[config.mk]
export PLATFORM = sky130hd
export DESIGN_NAME = mem_write_controller_flat
export DESIGN_NICKNAME = d
export VERILOG_FILES = /design/src/rtl/dsa_bilineal_pkg.sv /design/src/rtl/mem_write_controller_if.sv /design/src/rtl/pixel_packer.sv /design/src/rtl/mem_write_controller.sv /design/src/flat_wrapper.sv
export SDC_FILE = /design/constraint.sdc
export NUM_CORES = 1
export LEC_CHECK = 0
export CORE_MARGIN = 2
export CORE_UTILIZATION = 30
export CTS_BUF_LIST = sky130_fd_sc_hd__clkbuf_8
export DETAILED_ROUTE_END_ITERATION = 12
export SYNTH_ARGS = -nofsm -noshare
export SYNTH_HDL_FRONTEND = slang
export SYNTH_SLANG_ARGS = --single-unit
[constraint.sdc]
create_clock -name clk -period 3.3 [get_ports clk]
set_clock_uncertainty 0.05 [all_clocks]
set_input_delay 0.495 -clock clk [delete_from_list [all_inputs] [get_ports clk]]
set_output_delay 0.495 -clock clk [all_outputs]
set_load 0.02 [all_outputs]
[src/rtl/dsa_bilineal_pkg.sv]
// Shared types and helpers for the DSA bilinear pixel-memory interface.
package dsa_bilineal_pkg;

    localparam int unsigned PIX_PER_WORD = 4;
    localparam int unsigned PIX_W        = 8;
    localparam int unsigned WORD_W       = 32;

    typedef logic [PIX_W-1:0]  pixel_t;
    typedef logic [WORD_W-1:0] word_t;

    // Memory words occupied by one row of w pixels.
    function automatic int unsigned words_per_line(input int unsigned w);
        return (w + PIX_PER_WORD - 1) / PIX_PER_WORD;
    endfunction

endpackage

[src/rtl/mem_write_controller_if.sv]
// Pixel-in / memory-write-out bus of the writer end of the pixel-memory interface.
interface mem_write_controller_if #(
    parameter int unsigned ADDR_W = 10
) ();
    import dsa_bilineal_pkg::*;

    logic              start;
    logic              pix_valid;
    pixel_t            pix_data;
    logic              pix_ready;
    logic              mem_we;
    logic [ADDR_W-1:0] mem_waddr;
    word_t             mem_wdata;
    logic [3:0]        mem_wbe;
    logic              busy;
    logic              done;

    // Writer block side.
    modport slave (
        input  start, pix_valid, pix_data,
        output pix_ready, mem_we, mem_waddr, mem_wdata, mem_wbe, busy, done
    );

    // Pixel source / memory observer side.
    modport master (
        output start, pix_valid, pix_data,
        input  pix_ready, mem_we, mem_waddr, mem_wdata, mem_wbe, busy, done
    );

endinterface

[src/rtl/pixel_packer.sv]
// Byte accumulator: packs pixels into a 32-bit word and tracks which bytes are filled.
// The _c outputs show the word/mask including the byte being loaded this cycle.
module pixel_packer
    import dsa_bilineal_pkg::*;
(
    input  logic       clk,
    input  logic       rst_n,
    input  logic       i_clear,
    input  logic       i_load,
    input  logic       i_complete,
    input  logic [1:0] i_byte_idx,
    input  pixel_t     i_pix,
    output word_t      o_word_c,
    output logic [3:0] o_mask_c
);

    word_t      r_word;
    logic [3:0] r_mask;

    // Merge the incoming byte into the held word.
    always_comb begin
        o_word_c = r_word;
        o_mask_c = r_mask;
        if (i_load) begin
            o_word_c[{i_byte_idx, 3'b000} +: PIX_W] = i_pix;
            o_mask_c[i_byte_idx]                    = 1'b1;
        end
    end

    // Hold partial word; a completed word leaves the buffer empty for the next one.
    always_ff @(posedge clk or negedge rst_n) begin
        if (!rst_n) begin
            r_word <= '0;
            r_mask <= '0;
        end else if (i_clear || (i_load && i_complete)) begin
            r_word <= '0;
            r_mask <= '0;
        end else if (i_load) begin
            r_word <= o_word_c;
            r_mask <= o_mask_c;
        end
    end

endmodule

[src/rtl/mem_write_controller.sv]
// Writer end of the DSA pixel-memory interface: packs raster-order 8-bit pixels
// four per 32-bit word and writes them row-major from BASE_ADDR, one frame per start.
// Optional macro MEM_WRITE_BYTE_MASK_EN: partial row-end words carry a byte mask
// covering only valid bytes; otherwise mem_wbe is always 4'hF.
module mem_write_controller
    import dsa_bilineal_pkg::*;
#(
    parameter int unsigned ADDR_W     = 10,
    parameter int unsigned OUT_WIDTH  = 32,
    parameter int unsigned OUT_HEIGHT = 32,
    parameter int unsigned BASE_ADDR  = 0
) (
    input  logic                   clk,
    input  logic                   rst_n,
    mem_write_controller_if.slave  bus
);

    localparam int unsigned WPL = words_per_line(OUT_WIDTH);
    localparam int unsigned X_W = (OUT_WIDTH  > 1) ? $clog2(OUT_WIDTH)  : 1;
    localparam int unsigned Y_W = (OUT_HEIGHT > 1) ? $clog2(OUT_HEIGHT) : 1;

    localparam longint unsigned MEM_WORDS = 64'd1 << ADDR_W;
    localparam longint unsigned FRAME_END = 64'(BASE_ADDR) + 64'(OUT_HEIGHT) * 64'(WPL);

    // Frame must fit in the addressable memory.
    if (FRAME_END > MEM_WORDS) begin : g_size_check
        $fatal(1, "mem_write_controller: frame exceeds 2**ADDR_W words");
    end

    typedef enum logic [1:0] {
        S_IDLE   = 2'd0,
        S_ACCEPT = 2'd1,
        S_FLUSH  = 2'd2
    } state_t;

    state_t            r_state,     w_state_nxt;
    logic [X_W-1:0]    r_x,         w_x_nxt;
    logic [Y_W-1:0]    r_y,         w_y_nxt;
    logic              r_pix_ready, w_pix_ready_nxt;
    logic              r_busy,      w_busy_nxt;
    logic              r_done,      w_done_nxt;
    logic              r_mem_we,    w_mem_we_nxt;
    logic [ADDR_W-1:0] r_mem_waddr, w_mem_waddr_nxt;
    word_t             r_mem_wdata, w_mem_wdata_nxt;
    logic [3:0]        r_mem_wbe,   w_mem_wbe_nxt;

    logic              w_clear;
    logic              w_load;
    logic              w_complete;
    logic              w_row_end;
    logic [1:0]        w_byte_idx;
    word_t             w_word_c;
    logic [3:0]        w_mask_c;

    assign w_byte_idx = 2'(r_x);
    assign w_row_end  = (r_x == X_W'(OUT_WIDTH - 1));
    assign w_complete = (w_byte_idx == 2'd3) || w_row_end;

`ifndef MEM_WRITE_BYTE_MASK_EN
    logic w_unused_mask;
    assign w_unused_mask = ^w_mask_c;
`endif

    pixel_packer u_packer (
        .clk        (clk),
        .rst_n      (rst_n),
        .i_clear    (w_clear),
        .i_load     (w_load),
        .i_complete (w_complete),
        .i_byte_idx (w_byte_idx),
        .i_pix      (bus.pix_data),
        .o_word_c   (w_word_c),
        .o_mask_c   (w_mask_c)
    );

    // Next-state and next-output logic.
    always_comb begin
        w_state_nxt     = r_state;
        w_x_nxt         = r_x;
        w_y_nxt         = r_y;
        w_pix_ready_nxt = r_pix_ready;
        w_busy_nxt      = r_busy;
        w_done_nxt      = 1'b0;
        w_mem_we_nxt    = 1'b0;
        w_mem_waddr_nxt = r_mem_waddr;
        w_mem_wdata_nxt = r_mem_wdata;
        w_mem_wbe_nxt   = r_mem_wbe;
        w_clear         = 1'b0;
        w_load          = 1'b0;

        case (r_state)
            S_IDLE: begin
                if (bus.start) begin
                    w_state_nxt     = S_ACCEPT;
                    w_x_nxt         = '0;
                    w_y_nxt         = '0;
                    w_clear         = 1'b1;
                    w_busy_nxt      = 1'b1;
                    w_pix_ready_nxt = 1'b1;
                end
            end
            S_ACCEPT: begin
                if (bus.pix_valid && r_pix_ready) begin
                    w_load = 1'b1;
                    if (w_complete) begin
                        w_mem_we_nxt    = 1'b1;
                        w_mem_waddr_nxt = ADDR_W'(32'(BASE_ADDR) + 32'(r_y) * 32'(WPL)
                                                  + 32'(r_x >> 2));
                        w_mem_wdata_nxt = w_word_c;
`ifdef MEM_WRITE_BYTE_MASK_EN
                        w_mem_wbe_nxt   = w_mask_c;
`else
                        w_mem_wbe_nxt   = 4'hF;
`endif
                    end
                    if (w_row_end) begin
                        w_x_nxt = '0;
                        if (r_y == Y_W'(OUT_HEIGHT - 1)) begin
                            w_state_nxt     = S_FLUSH;
                            w_pix_ready_nxt = 1'b0;
                        end else begin
                            w_y_nxt = r_y + Y_W'(1);
                        end
                    end else begin
                        w_x_nxt = r_x + X_W'(1);
                    end
                end
            end
            S_FLUSH: begin
                w_state_nxt     = S_IDLE;
                w_done_nxt      = 1'b1;
                w_busy_nxt      = 1'b0;
                w_pix_ready_nxt = 1'b0;
            end
            default: begin
                w_state_nxt     = S_IDLE;
                w_busy_nxt      = 1'b0;
                w_pix_ready_nxt = 1'b0;
            end
        endcase
    end

    // State and registered outputs.
    always_ff @(posedge clk or negedge rst_n) begin
        if (!rst_n) begin
            r_state     <= S_IDLE;
            r_x         <= '0;
            r_y         <= '0;
            r_pix_ready <= 1'b0;
            r_busy      <= 1'b0;
            r_done      <= 1'b0;
            r_mem_we    <= 1'b0;
            r_mem_waddr <= '0;
            r_mem_wdata <= '0;
            r_mem_wbe   <= 4'hF;
        end else begin
            r_state     <= w_state_nxt;
            r_x         <= w_x_nxt;
            r_y         <= w_y_nxt;
            r_pix_ready <= w_pix_ready_nxt;
            r_busy      <= w_busy_nxt;
            r_done      <= w_done_nxt;
            r_mem_we    <= w_mem_we_nxt;
            r_mem_waddr <= w_mem_waddr_nxt;
            r_mem_wdata <= w_mem_wdata_nxt;
            r_mem_wbe   <= w_mem_wbe_nxt;
        end
    end

    assign bus.pix_ready = r_pix_ready;
    assign bus.busy      = r_busy;
    assign bus.done      = r_done;
    assign bus.mem_we    = r_mem_we;
    assign bus.mem_waddr = r_mem_waddr;
    assign bus.mem_wdata = r_mem_wdata;
    assign bus.mem_wbe   = r_mem_wbe;

endmodule
[src/flat_wrapper.sv]
// flat-port wrapper written by rule: the top's interface ports become plain ports
module mem_write_controller_flat import dsa_bilineal_pkg::*;
#(
    parameter int unsigned ADDR_W     = 10,
    parameter int unsigned OUT_WIDTH  = 32,
    parameter int unsigned OUT_HEIGHT = 32,
    parameter int unsigned BASE_ADDR  = 0
)
  (clk, rst_n, bus_start, bus_pix_valid, bus_pix_data, bus_pix_ready, bus_mem_we, bus_mem_waddr, bus_mem_wdata, bus_mem_wbe, bus_busy, bus_done);
  mem_write_controller_if #(.ADDR_W(ADDR_W)) bus_i ();
  input  logic clk;
  input  logic rst_n;
  input wire logic [$bits(bus_i.start)-1:0] bus_start;
  input wire logic [$bits(bus_i.pix_valid)-1:0] bus_pix_valid;
  input wire logic [$bits(bus_i.pix_data)-1:0] bus_pix_data;
  output wire logic [$bits(bus_i.pix_ready)-1:0] bus_pix_ready;
  output wire logic [$bits(bus_i.mem_we)-1:0] bus_mem_we;
  output wire logic [$bits(bus_i.mem_waddr)-1:0] bus_mem_waddr;
  output wire logic [$bits(bus_i.mem_wdata)-1:0] bus_mem_wdata;
  output wire logic [$bits(bus_i.mem_wbe)-1:0] bus_mem_wbe;
  output wire logic [$bits(bus_i.busy)-1:0] bus_busy;
  output wire logic [$bits(bus_i.done)-1:0] bus_done;
  assign bus_i.start = bus_start;
  assign bus_i.pix_valid = bus_pix_valid;
  assign bus_i.pix_data = bus_pix_data;
  assign bus_pix_ready = bus_i.pix_ready;
  assign bus_mem_we = bus_i.mem_we;
  assign bus_mem_waddr = bus_i.mem_waddr;
  assign bus_mem_wdata = bus_i.mem_wdata;
  assign bus_mem_wbe = bus_i.mem_wbe;
  assign bus_busy = bus_i.busy;
  assign bus_done = bus_i.done;
  mem_write_controller #(.ADDR_W(ADDR_W), .OUT_WIDTH(OUT_WIDTH), .OUT_HEIGHT(OUT_HEIGHT), .BASE_ADDR(BASE_ADDR)) u_core (.clk(clk), .rst_n(rst_n), .bus(bus_i));
endmodule
Yosys cells after proc, flatten, opt, wreduce, memory -nomap -nowiden
Index checks and enable logic that the tools add are counted.
Widths: inputs -> output; s select.
{ "word_totals": {"in_bits": 12, "ff_bits": 90, "out_inout_bits": 50, "ramBits": 0, "n_memories": 0, "mem_bits_ro": 0, "latchBits": 0} }
{ "classes": {"n_div": 0, "n_reduce_logical": 12, "n_shift": 2, "n_eq_ne": 10, "n_mul": 0, "n_addsub": 4, "bitwise": 1, "n_mux": 31, "n_lt_le_gt_ge": 0} }
{ "op_table": {"columns": ["cell", "n"], "rows": [
  ["$mux 32", 3],
  ["$bwmux 32", 1],
  ["$shift 8x7->32 const A", 1],
  ["$shiftx 8x7->32", 1],
  ["$mux 5", 6],
  ["$pmux 5 s2", 2],
  ["$mux 1", 12],
  ["$add 5x1->5 const B", 2],
  ["$eq 5x5->1 const B", 2],
  ["$add 8x3->9", 1],
  ["$mux 2", 4],
  ["$neg 5->7", 1],
  ["$ne 2x1->1 const B", 3],
  ["$reduce_and 3->1", 2],
  ["$reduce_and 5->1", 1],
  ["$eq 2x2->1 const B", 2],
  ["$ne 2x2->1 const B", 2],
  ["$pmux 1 s2", 2],
  ["$pmux 2 s2", 1],
  ["$reduce_and 4->1", 1],
  ["$reduce_bool 2->1", 2],
  ["$eq 2x1->1 const B", 1],
  ["$logic_and 1x1->1", 2],
  ["$logic_not 2->1", 1],
  ["3 further kinds", 4]
]} }

Logic depth before layout (Yosys ltp)
Gate-level depths: netlist of the first run.
{ "depth": {"word_depth": 6, "depth_mapped": 8, "ltp_nobuf": 7} }

By module
A second synthesis of the first run with hierarchy kept.
{ "hier_totals": {"hier_cells": 332, "hier_area_um2": 4286.6} }
{ "modules_own_cells": {"columns": ["module", "seq_area_each_um2", "cells_per_inst", "n_inst", "area_per_inst_um2"], "rows": [
  ["mem_write_controller", 1376.3, 172, 1, 2359.8],
  ["pixel_packer", 900.9, 160, 1, 1926.8]
]} }

Least setup slack after synthesis of the first run
Ideal clock, no wire load.
{ "synth_timing": {"path_kind": "reg-to-reg", "from": "reg u_core.r_x[0]", "to": "reg u_core.r_y[3]", "setup_time_ns": 0.127, "required_time_ns": 3.123, "path_stages_with_launch": 8, "setup_slack_ns": 0.959, "period_less_slack_ns": 2.341, "arrival_ns": 2.163, "cell_sequence": "dfrtp_1 ha_1 and3_1 ha_1 nand3_2 a2111oi_4 nand4_1 mux2_1"} }
{ "synth_between": {"elab_chain_len": 3} }
{ "synth_lines": {"columns": ["item", "line_no", "text"], "rows": [
  ["start: declaration", "mem_write_controller.sv:37", "logic [X_W-1:0] r_x, w_x_nxt;"],
  ["start signal: assignment", "mem_write_controller.sv:158", "r_x <= w_x_nxt;"],
  ["$eq 5x5->1", "mem_write_controller.sv:56", "assign w_row_end = (r_x == X_W'(OUT_WIDTH - 1));"],
  ["$ne 2x1->1 (no source line)", null, null],
  ["$reduce_and 5->1 (no source line)", null, null],
  ["end signal: assignment", "mem_write_controller.sv:159", "r_y <= w_y_nxt;"],
  ["end: declaration", "mem_write_controller.sv:38", "logic [Y_W-1:0] r_y, w_y_nxt;"]
]} }
No other way between the ends.
A chain may end at the register's enable or synchronous reset.

Worst setup path after layout of the first run
Ends and elaborated chain as after synthesis.

==> results of run 1 <==
==> registers in the layout, summed over array words and instances (netlist names) <==
name / count
u_core.r_y: 5
u_core.bus.mem_we: 1
u_core.r_state: 2
u_core.bus.mem_waddr: 8
u_core.bus.done: 1
u_core.bus.busy: 1
u_core.bus.pix_ready: 1
u_core.r_x: 5
u_core.bus.mem_wdata: 32
u_core.u_packer.r_word: 32
==> final timing paths <==
path / endpoint
max in group asynchronous: u_core.r_x[1]
min in group clk: u_core.bus.mem_wdata[16]
max reg2reg: u_core.r_y[3]
max: u_core.r_y[3]
min: u_core.bus.mem_wdata[22]
min reg2reg: u_core.bus.mem_wdata[16]
==> placed cells by master (no fill, tap or decap), types with 2 or more instances in the layout <==
| cell type | synthesis | final |
|---|---|---|
| nand2_1 | 43 | 43 |
| bufinv_16 | 0 | 3 |
| o31ai_1 | 2 | 2 |
| nor3b_1 | 2 | 2 |
| a21oi_1 | 34 | 34 |
| mux2_2 | 6 | 6 |
| o21ai_0 | 44 | 43 |
| nand3_1 | 5 | 5 |
| clkdlybuf4s50_1 | 0 | 54 |
| ha_1 | 9 | 9 |
| nand4_1 | 2 | 2 |
| o21ai_1 | 4 | 4 |
| a22o_1 | 32 | 32 |
| nor2b_1 | 37 | 37 |
| buf_4 | 6 | 5 |
| and3_1 | 6 | 6 |
| clkbuf_8 | 0 | 9 |
| inv_1 | 8 | 10 |
| conb_1 | 2 | 6 |
| nor2_1 | 9 | 9 |
| dfrtp_1 | 88 | 88 |
==> layout make-up <==
cell class | count | area, um2 | share of cell area
Clock inverter | 7 | 111 | 0.0229
Multi-Input combinational cell | 255 | 1570 | 0.324
Tap cell | 172 | 215 | 0.0443
Timing Repair Buffer | 60 | 598 | 0.123
Inverter | 8 | 30.0 | 0.00619
Clock buffer | 9 | 124 | 0.0255
Sequential cell | 88 | 2200 | 0.454
==> worst register-to-register path, delay by kind of cell (launching register included) <==
family	cells	cell delay, ns
fa+ha+maj	2	0.65
compound gates	1	0.55
flops	1	0.52
simple gates	3	0.51
mux	1	0.33
==> where the power goes <==
part           internal (uW)  leakage (uW)  switching (uW)
logic                    370      0.000873             478
clock network            499      0.000126             382
registers               1250       0.00119             112
==> per-stage QoR <==
step / utilization / hold WS, ns / instances
floorplan: - / 0.149 / 383
global placement: 0.363 / 0.414 / 583
detailed placement: 0.363 / 0.420 / 583
CTS: 0.381 / 0.315 / 599
global route: 0.381 / 0.347 / 599
finish: 0.381 / 0.264 / 599
==> per-layer routing <==
metal  GRT usage  up-vias  wire [um]
met5           0        -          0
met3      0.0430        8        493
met4      0.0313        0         86
met2       0.215       72       4300
met1       0.175     1400       3920
li1            -     1389          -
==> cell families after synthesis <==
logic type	count (synthesis)
DFF	88
AOI/OAI and AO/OA	120
buffers and inverters	40
muxes	7
and+or+nand+nor	113
adders and majority gates	9
other	2
==> reports/metrics.yaml, run 1 <==
status:
  status: "completed"
clock_network:
  cts_hold_buf: 0
  path_clk_slew_ns: 0.09
  numCtsBuffers: 9
  clockRootBuffer: "clkbuf_8"
  cts_tree: "yes"
  insertion_delay_ns: 0.37
  cts_buffer_depth: 2
  ctsResizeCount: 0
  cts_setup_buffers: 0
  htreeDepth: 3
  cts_num_sinks: 88
worst_setup_path:
  crit_buf_inv: 0
  path_depth: 7
  crit_arrival_ns: 2.92
  cp.required_ns: 3.50
  reg2reg_from: "u_core.r_x[0]"
  worstSetupPathType: "reg -> reg"
  cp_common_cell: "ha_1"
  crit_fanout: 10
  slowest_stage: "a2111oi_4"
  reg2reg_slack_ns: 0.57
  cp-start-kind: "flip-flop"
  reg2reg_depth: 7
  critPathTopFamily: "adder cells"
  crit_path_cell_trace: "ha_1 > and3_1 > ha_1 > nand3_2 > a2111oi_4 > nand4_1 > mux2_1"
  cp_slowest_stage_delay_ns: 0.55
  endpoint_kind: "flip-flop"
  crit_start: "u_core.r_x[0]"
synth:
  synth_top_area_share: 0.560
  synthTopCellsByCount: "dfrtp_1, o21ai_0, nand2_1, nor2b_1, a21oi_1"
  synth-async-reset-ratio: 1.00
  yosys.area_share.adder: 0.0286
  synthCells: 379
  synth_compound_area_frac: 0.192
  synth.avg_cell_area_um2: 10.4
  ys_warn_count: 0
  synth_seq_cells: 88
  muxShareOfSynthArea: 0.0200
  synth_cell_type_count: 35
  synthXorXnorAreaFrac: 0
  syn_area_um2: 3940
  yosysSeqAreaShare: 0.560
  synth_top_flop_cell: "dfrtp_1"
  synth_area_leaders: "dfrtp_1, a22o_1, nor2b_1"
  synth_top_area_cell: "dfrtp_1"
  synth-simple-area-share: 0.150
  synth_top_family_by_area: "compound AO/OA/AOI/OAI gates"
  synth_enable_flop_cells: 0
  synth_most_common_cell: "dfrtp_1"
sta:
  finalSetupTns_ns: 0
  finalHoldViolations: 0
  setup_ws_ns: 0.573
  setup_violations: 0
  relSlewSlack: 0.264
  report.final.slew_viol_count: 0
  clock.fmax_mhz: 367
  rsz0062_at_grt: "false"
  fin_crit_ns: 2.73
  period_share: 0.826
  worst_pin_slew_ns: 1.10
routing:
  postRouteWirelength_um: 8810
  dr.pass1.iters: 4
  drt_iter0_drc: 153
  post_drt_via_cell_ratio: 4.79
  wire_per_inst_um: 14.7
  detail-route-antenna-nets: 0
  drc: 0
  dr_total_vias: 2869
floorplanning:
  die_x_um: 119
  dieArea_um2: 14000
  core_um2: 12700
  placementRows: 41
  ioPinCount: 62
  die_h_um: 119
  initial_core_util: 0.309
placement:
  dpl_worst_slack_ns: 0.565
  placed_area_um2: 4620
  portBuffers: 55
  globalplace.congestion: 0.782
  hpwl_um: 5980
final_layout:
  area_growth_pct: 23.3
  fill_cells: 1305
  antennaDiodeCount: 0
  final_cell_area_um2: 4850
  drive_gt1_frac: 0.0726
  fin_nets: 443
global_route:
  antenna_found_initial: 0
  grt_max_degree: 89
  track_usage: 0.134
  grt_pass1_wl_um: 14900
  grt_pass1_vias: 2896
  grt-ovfl-total: 0
worst_hold_path:
  hold_class: "in -> async"
pwr:
  leakage_uw: 0.00219
  ir_worst_vdd_v: 0.000335
  total_power_uw: 3090
  p_per_area_nw_per_um2: 637
job:
  cap_violations: 0
Note: power is estimated with default switching activity, not from simulation.
==> run 2, diff against run 1 <==
==> constraint.sdc (replaced) <==
create_clock -name clk -period 2.2 [get_ports clk]
set_clock_uncertainty 0.05 [all_clocks]
set_input_delay 0.33 -clock clk [delete_from_list [all_inputs] [get_ports clk]]
set_output_delay 0.33 -clock clk [all_outputs]
set_load 0.02 [all_outputs]
==> run 2 against run 1 <==
- die area did not move
- wire length rose by 2.5%
- final cell count grew 3.2%
- core utilization up 1.0 points
- non-clock buffer count up 19
- largest power group unchanged
- global-route usage is 0.12 points higher
- largest cell class unchanged
- highest routed layer unchanged
- sequential share of layout area shrank 1.2 points
- critical endpoint unchanged
- register-to-register slack got worse by 0.43 ns
==> reports/metrics.yaml, run 2 (same netlist as run 1, synthesis figures left out) <==
status:
  status: "completed"  # unchanged
placement:
  dpl_worst_slack_ns: 0.0680  # was 0.565 ns
  globalplace.congestion: 0.768  # was 0.782
  portBuffers: 55  # unchanged
  hpwl_um: 6300  # was 5980 um
sta:
  relSlewSlack: 0.662  # was 0.264
  period_share: 0.936  # was 0.826
  fin_crit_ns: 2.06  # was 2.73 ns
  clock.fmax_mhz: 485  # was 367 MHz
  setup_violations: 0  # unchanged
  worst_pin_slew_ns: 0.507  # was 1.10 ns
  rsz0062_at_grt: "false"  # unchanged
  report.final.slew_viol_count: 0  # unchanged
  finalSetupTns_ns: 0  # unchanged
  setup_ws_ns: 0.140  # was 0.573 ns
  finalHoldViolations: 0  # unchanged
clock_network:
  clockRootBuffer: "clkbuf_8"  # unchanged
  cts_tree: "yes"  # unchanged
  insertion_delay_ns: 0.36  # was 0.37 ns
  cts_buffer_depth: 2  # unchanged
  numCtsBuffers: 9  # unchanged
  cts_num_sinks: 88  # unchanged
  path_clk_slew_ns: 0.09  # about the same
  htreeDepth: 3  # unchanged
  cts_setup_buffers: 0  # unchanged
routing:
  dr.pass1.iters: 4  # unchanged
  drt_iter0_drc: 117  # was 153
  postRouteWirelength_um: 9030  # was 8810 um
  wire_per_inst_um: 14.6  # was 14.7 um
  dr_total_vias: 2950  # was 2869
  post_drt_via_cell_ratio: 4.77  # was 4.79
  detail-route-antenna-nets: 0  # unchanged
  drc: 0  # unchanged
global_route:
  track_usage: 0.135  # was 0.134
  grt_pass1_wl_um: 15100  # was 14900 um
  antenna_found_initial: 0  # unchanged
  grt_pass1_vias: 2955  # was 2896
  grt_max_degree: 43  # was 89
  grt_use_met3: 0.0381  # was 0.0430
  met2_usage: 0.211  # was 0.215
  top_usage_layer: "met2"  # unchanged
  grt_util_met1: 0.183  # was 0.175
  grt-ovfl-total: 0  # unchanged
job:
  cap_violations: 0  # unchanged
final_layout:
  fin_nets: 462  # was 443
  drive_gt1_frac: 0.121  # was 0.0726
  layout_commonest_cell: "dfrtp_1"  # unchanged
  area_growth_pct: 26.7  # was 23.3%
  regArea_um2: 2200  # about the same
  antennaDiodeCount: 0  # unchanged
  multi_input_area_um2: 1590  # was 1570 um2
  fill_cells: 1319  # was 1305
  layout_common_cells: "dfrtp_1, clkdlybuf4s50_1, nand2_1, o21ai_0, nor2b_1"  # unchanged
worst_setup_path:
  crit_fanout: 3  # was 10
  reg2reg_slack_ns: 0.14  # was 0.57 ns
  reg2reg_from: "u_core.r_y[0]"  # was u_core.r_x[0]
  crit_buf_inv: 0  # unchanged
  cp.required_ns: 2.40  # was 3.50 ns
  worstSetupPathType: "reg -> reg"  # unchanged
  critPathTopFamily: "simple AND/OR/NAND/NOR gates"  # was adder cells
  cp_slowest_stage_delay_ns: 0.39  # was 0.55 ns
  slowest_stage: "dfrtp_1"  # was a2111oi_4
  worstReg2RegEnd: "u_core.r_y[3]"  # unchanged
  crit_path_cell_trace: "ha_2 > and3_1 > ha_1 > and2_1 > a2111oi_4 > nand4_1 > mux2_1"  # was ha_1 > and3_1 > ha_1 > nand3_2 > a2111oi_4 > nand4_1 > mux2_1
  cp-start-kind: "flip-flop"  # unchanged
  endpoint_kind: "flip-flop"  # unchanged
  reg2reg_depth: 7  # unchanged
  crit_arrival_ns: 2.26  # was 2.92 ns
floorplanning:
  core_um2: 12700  # unchanged
  initial_core_util: 0.309  # unchanged
  dieArea_um2: 14000  # unchanged
  die_h_um: 119  # unchanged
  die_x_um: 119  # unchanged
  ioPinCount: 62  # unchanged
  placementRows: 41  # unchanged
pwr:
  ir_worst_vdd_v: 0.000619  # was 0.000335 V
  leakage_uw: 0.00226  # was 0.00219 uW
  total_power_uw: 4500  # was 3090 uW
  p_per_area_nw_per_um2: 903  # was 637 nW/um2
worst_hold_path:
  hold_class: "in -> async"  # unchanged
[run 2: changes by cell type in the layout (fill, tap and decap cells not counted), sizes merged]
cell         delta
buf            +18
dlygate4sd3     +1
inv             -1
clkinv          +3
bufinv          -2
[run 2: worst max path at each step]
stage                        startpoint             to  slack (ns)  cells after the start
after CTS                 u_core.r_y[0]  u_core.r_y[3]        0.05                      7
final                     u_core.r_y[0]  u_core.r_y[3]        0.14                      7
after floorplan           u_core.r_x[0]  u_core.r_y[3]       0.008                      7
after global placement    u_core.r_y[1]  u_core.r_y[3]         0.1                      7
after detailed placement  u_core.r_y[0]  u_core.r_y[3]        0.07                      7
after global routing      u_core.r_y[1]  u_core.r_y[3]        0.03                      7
[run 2: power breakdown]
| part | internal (uW) | leakage [uW] | switching, uW | total (uW) |
|---|---|---|---|---|
| combinational | 628 | 0.000966 | 757 | 1380 |
| sequential | 1880 | 0.00119 | 155 | 2030 |
| clock | 517 | 0.000106 | 568 | 1090 |
[run 2: area by class of cell]
| cell class | count | area share |
|---|---|---|
| clock buffer | 9 | 0.0248 |
| clock inverter | 7 | 0.0131 |
| inverter | 8 | 0.00602 |
| multi-input combinational | 255 | 0.319 |
| sequential | 88 | 0.442 |
| tap | 172 | 0.0432 |
| timing repair buffer | 79 | 0.152 |
[run 2: worst reg2reg max path: stages, from the launching register on]
cell and delay, ns:
dfrtp_1 0.39, ha_2 0.20, and3_1 0.18, ha_1 0.20
and2_1 0.20, a2111oi_4 0.25, nand4_1 0.15, mux2_1 0.32
[run 2: per-stage QoR]
step                cells  instance area (um2)  hold WS [ns]   util
global placement      601                 4770         0.285  0.375
floorplan             383                 3960       -0.0156      -
global route          618                 4980         0.452  0.392
finish                618                 4980         0.428  0.392
CTS                   618                 4970         0.433  0.391
detailed placement    601                 4770         0.285  0.375
[run 2: what timing repair did]
action,in CTS,in global routing
hold buffers,1,0
setup endpoints to repair,0,9
gates resized for setup,0,2
hold endpoints to repair,35,0
[run 2: routing by layer]
metal  wire [um]  vias up
met2        4220       66
met1        4330     1453
li1            -     1426
met5           0        -
met3         394        5
met4          82        0
